===== src/rtl/mc_core_pkg.sv =====
// Shared types and encodings for the mc_core multicycle RV32I-subset core:
// FSM states, opcode/funct constants, ALU ops and immediate formats.
package mc_core_pkg;

  typedef enum logic [3:0] {
    S_FETCH, S_DECODE, S_MEMADR, S_MEMRD, S_MEMWB, S_MEMWR,
    S_EXECR, S_EXECI, S_ALUWB, S_BEQ, S_JAL, S_HALT
  } state_t;

  localparam logic [6:0] OP_LOAD   = 7'b0000011;
  localparam logic [6:0] OP_STORE  = 7'b0100011;
  localparam logic [6:0] OP_REG    = 7'b0110011;
  localparam logic [6:0] OP_IMM    = 7'b0010011;
  localparam logic [6:0] OP_BRANCH = 7'b1100011;
  localparam logic [6:0] OP_JAL    = 7'b1101111;

  localparam logic [2:0] F3_ADD = 3'b000;
  localparam logic [2:0] F3_SLT = 3'b010;
  localparam logic [2:0] F3_OR  = 3'b110;
  localparam logic [2:0] F3_AND = 3'b111;
  localparam logic [2:0] F3_LW  = 3'b010;
  localparam logic [2:0] F3_SW  = 3'b010;
  localparam logic [2:0] F3_BEQ = 3'b000;

  localparam logic [6:0] F7_BASE = 7'b0000000;
  localparam logic [6:0] F7_SUB  = 7'b0100000;

  typedef enum logic [2:0] {ALU_ADD, ALU_SUB, ALU_AND, ALU_OR, ALU_SLT} alu_op_t;

  typedef enum logic [1:0] {IMM_I, IMM_S, IMM_B, IMM_J} imm_fmt_t;

  function automatic alu_op_t alu_op_of(input logic [2:0] f3, input logic sub);
    case (f3)
      F3_SLT:  return ALU_SLT;
      F3_OR:   return ALU_OR;
      F3_AND:  return ALU_AND;
      default: return sub ? ALU_SUB : ALU_ADD;
    endcase
  endfunction

  function automatic logic signed [31:0] imm_gen(input logic [31:0] ir, input imm_fmt_t fmt);
    case (fmt)
      IMM_S:   return {{20{ir[31]}}, ir[31:25], ir[11:7]};
      IMM_B:   return {{19{ir[31]}}, ir[31], ir[7], ir[30:25], ir[11:8], 1'b0};
      IMM_J:   return {{11{ir[31]}}, ir[31], ir[19:12], ir[20], ir[30:21], 1'b0};
      default: return {{20{ir[31]}}, ir[31:20]};
    endcase
  endfunction

endpackage


===== src/rtl/mc_core_regfile.sv =====
// Integer register file: two asynchronous read ports, one synchronous write
// port; x0 reads as zero and ignores writes.
module mc_core_regfile #(
  parameter int XLEN  = 32,
  parameter int NREGS = 32,
  localparam int AW   = $clog2(NREGS)
) (
  input  logic            clk,
  input  logic            reset,
  input  logic [AW-1:0]   raddr1,
  input  logic [AW-1:0]   raddr2,
  output logic [XLEN-1:0] rdata1,
  output logic [XLEN-1:0] rdata2,
  input  logic            we,
  input  logic [AW-1:0]   waddr,
  input  logic [XLEN-1:0] wdata
);

  logic [XLEN-1:0] regs [NREGS];

  always_ff @(posedge clk) begin
    if (reset) begin
      for (int i = 0; i < NREGS; i++) regs[i] <= '0;
    end else if (we && (waddr != '0)) begin
      regs[waddr] <= wdata;
    end
  end

  assign rdata1 = (raddr1 == '0) ? '0 : regs[raddr1];
  assign rdata2 = (raddr2 == '0) ? '0 : regs[raddr2];

endmodule


===== src/rtl/mc_core.sv =====
// Multicycle core for lw/sw/add/sub/and/or/slt/addi/andi/ori/slti/beq/jal.
// Define MC_CORE_PERF_EN to build the cycle and retired-instruction counters.
module mc_core
  import mc_core_pkg::*;
#(
  parameter int              XLEN     = 32,
  parameter int              NREGS    = 32,
  parameter logic [XLEN-1:0] RESET_PC = '0
) (
  input  logic            clk,
  input  logic            reset,
  output logic            mem_req,
  output logic            mem_we,
  output logic [XLEN-1:0] mem_addr,
  output logic [XLEN-1:0] mem_wdata,
  input  logic [XLEN-1:0] mem_rdata,
  input  logic            mem_ready,
  output logic            halted,
  output logic [31:0]     cycle_cnt,
  output logic [31:0]     instret_cnt
);

  localparam int AW = $clog2(NREGS);

  state_t state, next_state;
  logic signed [XLEN-1:0] pc, old_pc, a_reg, b_reg, alu_out, mdr, imm;
  logic [31:0] ir;
  logic [XLEN-1:0] rs1_data, rs2_data, rf_wdata;
  logic rf_we;

  logic [6:0] opcode, f7;
  logic [2:0] f3;
  logic [4:0] rd, rs1, rs2;
  state_t   dec_next;
  imm_fmt_t imm_fmt;
  logic     use_rd, use_rs1, use_rs2, legal, idx_bad;

  function automatic logic signed [XLEN-1:0] alu(input logic signed [XLEN-1:0] a,
                                                 input logic signed [XLEN-1:0] b,
                                                 input alu_op_t op);
    case (op)
      ALU_SUB: return a - b;
      ALU_AND: return a & b;
      ALU_OR:  return a | b;
      ALU_SLT: return (a < b) ? XLEN'(1) : '0;
      default: return a + b;
    endcase
  endfunction

  assign opcode = ir[6:0];
  assign rd     = ir[11:7];
  assign f3     = ir[14:12];
  assign rs1    = ir[19:15];
  assign rs2    = ir[24:20];
  assign f7     = ir[31:25];

  always_comb begin
    dec_next = S_HALT;
    imm_fmt  = IMM_I;
    use_rd   = 1'b0;
    use_rs1  = 1'b0;
    use_rs2  = 1'b0;
    legal    = 1'b0;
    case (opcode)
      OP_LOAD: begin
        legal = (f3 == F3_LW); dec_next = S_MEMADR; use_rd = 1'b1; use_rs1 = 1'b1;
      end
      OP_STORE: begin
        legal = (f3 == F3_SW); dec_next = S_MEMADR; imm_fmt = IMM_S;
        use_rs1 = 1'b1; use_rs2 = 1'b1;
      end
      OP_REG: begin
        legal = ((f7 == F7_BASE) && (f3 inside {F3_ADD, F3_SLT, F3_OR, F3_AND})) ||
                ((f7 == F7_SUB) && (f3 == F3_ADD));
        dec_next = S_EXECR; use_rd = 1'b1; use_rs1 = 1'b1; use_rs2 = 1'b1;
      end
      OP_IMM: begin
        legal = (f3 inside {F3_ADD, F3_SLT, F3_OR, F3_AND});
        dec_next = S_EXECI; use_rd = 1'b1; use_rs1 = 1'b1;
      end
      OP_BRANCH: begin
        legal = (f3 == F3_BEQ); dec_next = S_BEQ; imm_fmt = IMM_B;
        use_rs1 = 1'b1; use_rs2 = 1'b1;
      end
      OP_JAL: begin
        legal = 1'b1; dec_next = S_JAL; imm_fmt = IMM_J; use_rd = 1'b1;
      end
      default: ;
    endcase
  end

  // Only the register fields an instruction actually uses are range-checked.
  assign idx_bad = (NREGS == 16) && ((use_rd && rd[4]) || (use_rs1 && rs1[4]) || (use_rs2 && rs2[4]));
  assign imm     = XLEN'(imm_gen(ir, imm_fmt));

  always_ff @(posedge clk) begin
    if (reset) state <= S_FETCH;
    else       state <= next_state;
  end

  always_comb begin
    next_state = state;
    case (state)
      S_FETCH:  if (mem_ready) next_state = S_DECODE;
      S_DECODE: next_state = (legal && !idx_bad) ? dec_next : S_HALT;
      S_MEMADR: next_state = (opcode == OP_LOAD) ? S_MEMRD : S_MEMWR;
      S_MEMRD:  if (mem_ready) next_state = S_MEMWB;
      S_MEMWR:  if (mem_ready) next_state = S_FETCH;
      S_MEMWB, S_ALUWB, S_BEQ: next_state = S_FETCH;
      S_EXECR, S_EXECI, S_JAL: next_state = S_ALUWB;
      default:  next_state = S_HALT;
    endcase
  end

  // PC and IR carry architectural reset values.
  always_ff @(posedge clk) begin
    if (reset) begin
      pc <= RESET_PC;
      ir <= '0;
    end else begin
      case (state)
        S_FETCH: if (mem_ready) begin
          ir <= mem_rdata[31:0];
          pc <= pc + XLEN'(4);
        end
        S_BEQ:   if (a_reg == b_reg) pc <= alu_out;
        S_JAL:   pc <= alu_out;
        default: ;
      endcase
    end
  end

  // Scratch datapath registers; always written before being consumed.
  always_ff @(posedge clk) begin
    case (state)
      S_FETCH:  if (mem_ready) old_pc <= pc;
      S_DECODE: begin
        a_reg   <= rs1_data;
        b_reg   <= rs2_data;
        alu_out <= old_pc + imm;
      end
      S_MEMADR: alu_out <= a_reg + imm;
      S_MEMRD:  if (mem_ready) mdr <= mem_rdata;
      S_EXECR:  alu_out <= alu(a_reg, b_reg, alu_op_of(f3, f7[5]));
      S_EXECI:  alu_out <= alu(a_reg, imm, alu_op_of(f3, 1'b0));
      S_JAL:    alu_out <= pc;
      default:  ;
    endcase
  end

  assign mem_req   = !reset && ((state == S_FETCH) || (state == S_MEMRD) || (state == S_MEMWR));
  assign mem_we    = mem_req && (state == S_MEMWR);
  assign mem_addr  = (state == S_FETCH) ? pc : alu_out;
  assign mem_wdata = b_reg;
  assign halted    = (state == S_HALT);

  assign rf_we    = !reset && ((state == S_MEMWB) || (state == S_ALUWB));
  assign rf_wdata = (state == S_MEMWB) ? mdr : alu_out;

  mc_core_regfile #(.XLEN(XLEN), .NREGS(NREGS)) u_regfile (
    .clk    (clk),
    .reset  (reset),
    .raddr1 (rs1[AW-1:0]),
    .raddr2 (rs2[AW-1:0]),
    .rdata1 (rs1_data),
    .rdata2 (rs2_data),
    .we     (rf_we),
    .waddr  (rd[AW-1:0]),
    .wdata  (rf_wdata)
  );

`ifdef MC_CORE_PERF_EN
  logic [31:0] cyc_q, ret_q;
  logic        retire;
  assign retire = (state == S_MEMWB) || (state == S_ALUWB) || (state == S_BEQ) ||
                  ((state == S_MEMWR) && mem_ready);
  always_ff @(posedge clk) begin
    if (reset) begin
      cyc_q <= '0;
      ret_q <= '0;
    end else begin
      cyc_q <= cyc_q + 32'd1;
      if (retire) ret_q <= ret_q + 32'd1;
    end
  end
  assign cycle_cnt   = cyc_q;
  assign instret_cnt = ret_q;
`else
  assign cycle_cnt   = '0;
  assign instret_cnt = '0;
`endif

endmodule


===== config.mk =====
export PLATFORM = sky130hd
export DESIGN_NAME = mc_core
export DESIGN_NICKNAME = d
export VERILOG_FILES = /design/src/rtl/mc_core_pkg.sv /design/src/rtl/mc_core_regfile.sv /design/src/rtl/mc_core.sv
export SDC_FILE = /design/constraint.sdc
export NUM_CORES = 2
export LEC_CHECK = 0
export BUFFER_PORTS_ARGS = -buffer_cell sky130_fd_sc_hd__buf_4
export CORE_MARGIN = 3
export CORE_UTILIZATION = 50
export DETAILED_ROUTE_END_ITERATION = 7
export PLACE_DENSITY = 0.66
export SYNTH_ARGS = -nofsm -noshare
export SYNTH_HDL_FRONTEND = slang
export SYNTH_SLANG_ARGS = --single-unit

===== constraint.sdc =====
create_clock -name clk -period 6.8 [get_ports clk]
set_clock_uncertainty 0.05 [all_clocks]
set_input_delay 2.04 -clock clk [delete_from_list [all_inputs] [get_ports clk]]
set_output_delay 2.04 -clock clk [all_outputs]
set_load 0.01 [all_outputs]

Word level (Yosys, flattened, before mapping)
Memory sizes are Yosys's and may differ from the RTL's. A register that Yosys moved wholly into a read port is not among the register bits.
Index checks and enable logic that the tools add are counted.
{ "word_totals": {"reg_bits": 164, "ramBits": 1024, "input_bits": 35, "out_inout_bits": 131, "word_cells": 117, "memories": 1} }
{ "classes": {"add_sub_neg": 6, "magnitude_cmp": 2, "eq_ne": 37, "mux": 33, "n_bitwise": 4, "n_reduce_logical": 28} }
{ "mem_list": {"columns": ["name", "words", "word_bits", "read_ports", "rd_ports_with_merged_regs", "wr", "line_no", "source"], "rows": [
  ["u_regfile.regs", 32, 32, 2, 2, 32, "mc_core_regfile.sv:19", "logic [XLEN-1:0] regs [NREGS];"]
]} }
{ "op_table": {"columns": ["op", "count"], "rows": [
  ["32-bit case mux with 4 select lines", 2],
  ["32-bit 2-to-1 mux", 5],
  ["32-bit case mux with 5 select lines", 1],
  ["32-bit case mux with 3 select lines", 1],
  ["32-bit by 21-bit adder with 32-bit output", 2],
  ["20-bit case mux with 3 select lines", 1],
  ["32-bit adder", 1],
  ["32-bit by 4-bit adder with 32-bit output, second input constant", 1],
  ["32-bit by 21-bit AND with 32-bit output", 1],
  ["32-bit AND", 1],
  ["32-bit equality test", 1],
  ["32-bit by 21-bit < comparator with 1-bit output", 1],
  ["32-bit < comparator", 1],
  ["32-bit by 21-bit bitwise OR with 32-bit output", 1],
  ["32-bit bitwise OR", 1],
  ["32-bit OR reduction", 1],
  ["32-bit by 21-bit subtractor with 32-bit output", 1],
  ["32-bit subtractor", 1],
  ["4-bit case mux with 7 select lines", 1],
  ["7-bit by 6-bit equality test with 1-bit output, second input constant", 3],
  ["4-bit case mux with 5 select lines", 1],
  ["3-bit case mux with 3 select lines", 2],
  ["4-bit by 3-bit equality test with 1-bit output, second input constant", 4],
  ["4-bit equality test, second input constant", 4],
  ["other kinds (31)", 71]
]} }

Longest topological paths before layout
{ "logic_depth": {"word_depth": 9, "ltp_mapped": 21} }

Modules after synthesis
Synthesis repeated with hierarchy kept, for this count alone.
{ "hier_totals": {"cells_unflattened": 5909, "area_unflattened_um2": 74532.7} }
{ "by_module_without_submodules": {"columns": ["module", "instances", "cells_per_inst", "area_each_um2"], "rows": [
  ["mc_core_regfile", 1, 3502, 54234.5],
  ["mc_core", 1, 2407, 20298.2]
]} }

Least setup slack after synthesis
Ideal clock, no wire load.
{ "synth_path": {"path_kind": "register -> register", "start": "register ir[20]", "end": "register alu_out[30], data pin", "setup_ns": 0.261, "arrival_time_ns": 4.791, "slack_ns": 1.698, "path_stages_with_launch": 21, "n_path_buf": 6, "period_less_slack_ns": 5.102, "cell_sequence": "dfxtp_1 > clkbuf_1 > buf_2 > buf_2 > buf_2 > buf_2 > buf_2 > nor3b_1 > mux2_2 > ha_1 > fa_1 > a211o_1 > a2111oi_4 > o221ai_2 > a31o_2 > a21o_1 > o221a_2 > mux2i_1 > a311oi_1 > o41ai_1 > nand3b_1"} }
{ "synth_between": {"elab_chain_cells": 4} }
{ "synth_rtl": {"columns": ["item", "line_no", "source"], "rows": [
  ["from (decl)", "mc_core.sv:27", "logic [31:0] ir;"],
  ["from (signal assigned)", "mc_core.sv:123", "ir <= mem_rdata[31:0];"],
  ["20-bit case mux with 3 select lines *", "mc_core_pkg.sv:42", "case (fmt)"],
  ["32-bit by 21-bit adder with 32-bit output / 32-bit by 21-bit subtractor with 32-bit output (equally long branches)", "mc_core.sv:46, mc_core.sv:142, mc_core.sv:42", null],
  ["32-bit case mux with 4 select lines", "mc_core.sv:41", "case (op)"],
  ["32-bit case mux with 5 select lines *", "mc_core.sv:135", "case (state)"],
  ["to (signal assigned)", "mc_core.sv:142", "S_MEMADR: alu_out <= a_reg + imm;"],
  ["to (signal assigned)", "mc_core.sv:144", "S_EXECR: alu_out <= alu(a_reg, b_reg, alu_op_of(f3, f7[5]));"],
  ["to (signal assigned)", "mc_core.sv:145", "S_EXECI: alu_out <= alu(a_reg, imm, alu_op_of(f3, 1'b0));"],
  ["to (decl)", "mc_core.sv:26", "logic signed [XLEN-1:0] pc, old_pc, a_reg, b_reg, alu_out, mdr, imm;"]
]} }
Every way passes the cells marked *; elsewhere a longest branch is shown, timed or not.
A chain may end at the register's enable or synchronous reset.

Final worst setup path
{ "layout_path": {"start": "input port reset", "end": "output port mem_we"} }
{ "layout_between": {"elab_chain_cells": 3} }
{ "layout_rtl": {"columns": ["item", "line_no", "source"], "rows": [
  ["from (decl)", "mc_core.sv:11", "input logic reset,"],
  ["1-bit zero test", "mc_core.sv:151", "assign mem_req = !reset && ((state == S_FETCH) || (state == S_MEMRD) || (state == S_MEMWR));"],
  ["1-bit logical AND", "mc_core.sv:151", null],
  ["1-bit logical AND", "mc_core.sv:152", "assign mem_we = mem_req && (state == S_MEMWR);"],
  ["to (decl)", "mc_core.sv:13", "output logic mem_we,"]
]} }
Every way passes these cells.

==> results.toml <==
[cts]
clockBufferDepth = 3
htreeDepth = 4
clkSinkCount = 1252
cts_tree = "done"
clk_pin_slew_ns = 0.06
post-cts-setup-buffers = 0
cts_buffers = 137
clock_latency_ns = 0.78
cts_resized = 0
cts_root_buffer = "clkbuf_16"
ctsHoldBuffers = 0

[finish]
drive_gt1_frac = 0.194
regMostFlops = "u_regfile.regs"
largest_reg_flops = 1024
design_area_um2 = 79300
area_delta_synth_final_pct = 10.1
stdcell_count = 7849
nNetsFinal = 6110

[logic_synthesis]
synth-compound-area-share = 0.0982
dominantRegCellSynth = "edfxtp_1"
synth_common_cells = "nor2_1, edfxtp_1, mux4_2"
synthAdderAreaFrac = 0.0401
synth_cells = 5949
ys_seq_area_frac = 0.512
yosysWarnings = 0
synth.largest_area_cell = "edfxtp_1"
avgSynthCellArea_um2 = 12.1
synth.area.top_cells = "edfxtp_1, mux4_2, nor2_1, ha_1, mux2i_1"
synth_edf_count = 1184
ys_ff_latch = 1252
synth_cell_type_count = 90
synth_top_family_by_area = "multiplexers"
synth_top_area_frac = 0.493
yosysMostFrequentCell = "nor2_1"
synthMuxAreaShare = 0.191
synth-async-reset-ratio = 0
synthSimpleGateAreaFrac = 0.104
syn_area_um2 = 72100
synth-xor-area-share = 0.0111

[global_routing]
antenna_found_initial = 6
grt_usage = 0.347
overflow = 0
grt_max_degree = 117
grt_pass1_wl_mm = 369
grt_pass1_vias = 50838

[timing]
maxSlewViolCount = 0
clock.fmax_mhz = 189
hold_ws_ns = 0.409
fin_crit_ns = 5.28
fin_crit_sh = 0.777
setup_tns_ns = 0
worst_pin_slew_ns = 1.38
max_slew_margin = 0.0720
setup_viol = 0
grt_setup_unrepaired = "no"
finalHoldViolations = 0

[power_and_ir_drop]
ir_drop_mv = 0.329
p_leak_nw = 27.4
total_power_w = 0.0336
power.density_nw_per_um2 = 423

[detailed_routing]
drtAntennaViolNets = 0
drtIter0Drc = 8210
vias = 53701
drt-total-wl_mm = 260
drc = 0
wl_per_cell_um = 33.2
via_per_inst = 6.84
first_pass_iters = 6

[placement]
dp.cells = 7598
placed_area_um2 = 74900
io_buffers = 101
place.gp.congestion = 0.966
dpl.hpwl_mm = 176

[critical_path]
cp_max_fo = 35
setup.worst_path.start_class = "input port"
critPathArrivalTime_ns = 3.19
required_ns = 4.71
critPathCaptureType = "primary output"
crit_type = "input port to primary output"

[job]
drv_cap = 0

[floorplanning]
io_pins = 166
die_y_um = 386
core-area_um2 = 142000
start_util = 0.507
die_w_um = 386
rows = 138
die_area_um2 = 149000

[status]
status = "finished, final reports clean"

[min_path]
hold_class = "register to register"
==> worst max-delay path, cell delays in order <==
cell	delay (ns)
buf_6	0.18
buf_4	0.29
nor4b_1	0.42
buf_4	0.20
==> per-stage QoR <==
stage	worst slack, ns	utilization
floorplan	1.70	-
global placement	1.37	0.527
detailed placement	1.36	0.527
CTS	1.57	0.558
global route	1.29	0.558
finish	1.52	0.558
==> cells in the final DEF, fill, tap and decap left out, types with 79 or more instances in the layout <==
cell type | synthesis | final
a21oi_1 | 274 | 273
edfxtp_1 | 1184 | 1184
o22ai_1 | 79 | 79
nor2_1 | 1221 | 1218
conb_1 | 1 | 96
nand2_1 | 250 | 221
buf_4 | 67 | 241
clkbuf_16 | 0 | 140
mux2_2 | 103 | 103
ha_1 | 223 | 223
o21ai_0 | 177 | 177
inv_1 | 145 | 143
mux2i_1 | 222 | 190
mux4_2 | 462 | 462
==> path summary, 6_finish.rpt <==
kind,slack [ns],startpoint,endpoint,cells after the start
worst max-delay path,1.52,reset,mem_we,4
worst min register to register,0.41,ir[0]$_SDFFE_PP0P_,ir[0]$_SDFFE_PP0P_,2
worst max register to register,1.56,ir[1]$_SDFFE_PP0P_,alu_out[30]$_DFFE_PP_,18
worst min-delay path,0.41,ir[0]$_SDFFE_PP0P_,ir[0]$_SDFFE_PP0P_,2
==> cells by family after synthesis <==
family | after synthesis
and+or+nand+nor | 1798
DFF | 1252
AOI/OAI and AO/OA | 1059
muxes | 787
buffers and inverters | 733
adders and majority gates | 228
xor gates and xnor gates | 91
other | 1
==> power by group <==
| group | total [W] | internal (W) | leakage (nW) | switching [W] |
|---|---|---|---|---|
| Combinational | 0.0155 | 0.00521 | 12.6 | 0.0103 |
| Clock | 0.00751 | 0.00426 | 2.16 | 0.00325 |
| Sequential | 0.0106 | 0.00940 | 12.6 | 0.00118 |
==> metal layers <==
layer	up-vias	part of all wire	track usage
li1	22145	-	-
met1	27046	0.36	0.467
met2	3859	0.45	0.527
met3	645	0.13	0.0895
met4	6	0.056	0.164
met5	-	0.00058	0
==> area by class of cell <==
type / count / area, µm²
clock buffer: 168 / 3610
fill: 11721 / 62900
tap: 1890 / 2360
inverter: 146 / 549
multi-input combinational: 4059 / 33100
timing repair buffer: 251 / 2000
sequential: 1252 / 37000
clock inverter: 81 / 811
antenna: 2 / 5.00
Note: power is estimated with default switching activity, not from simulation.
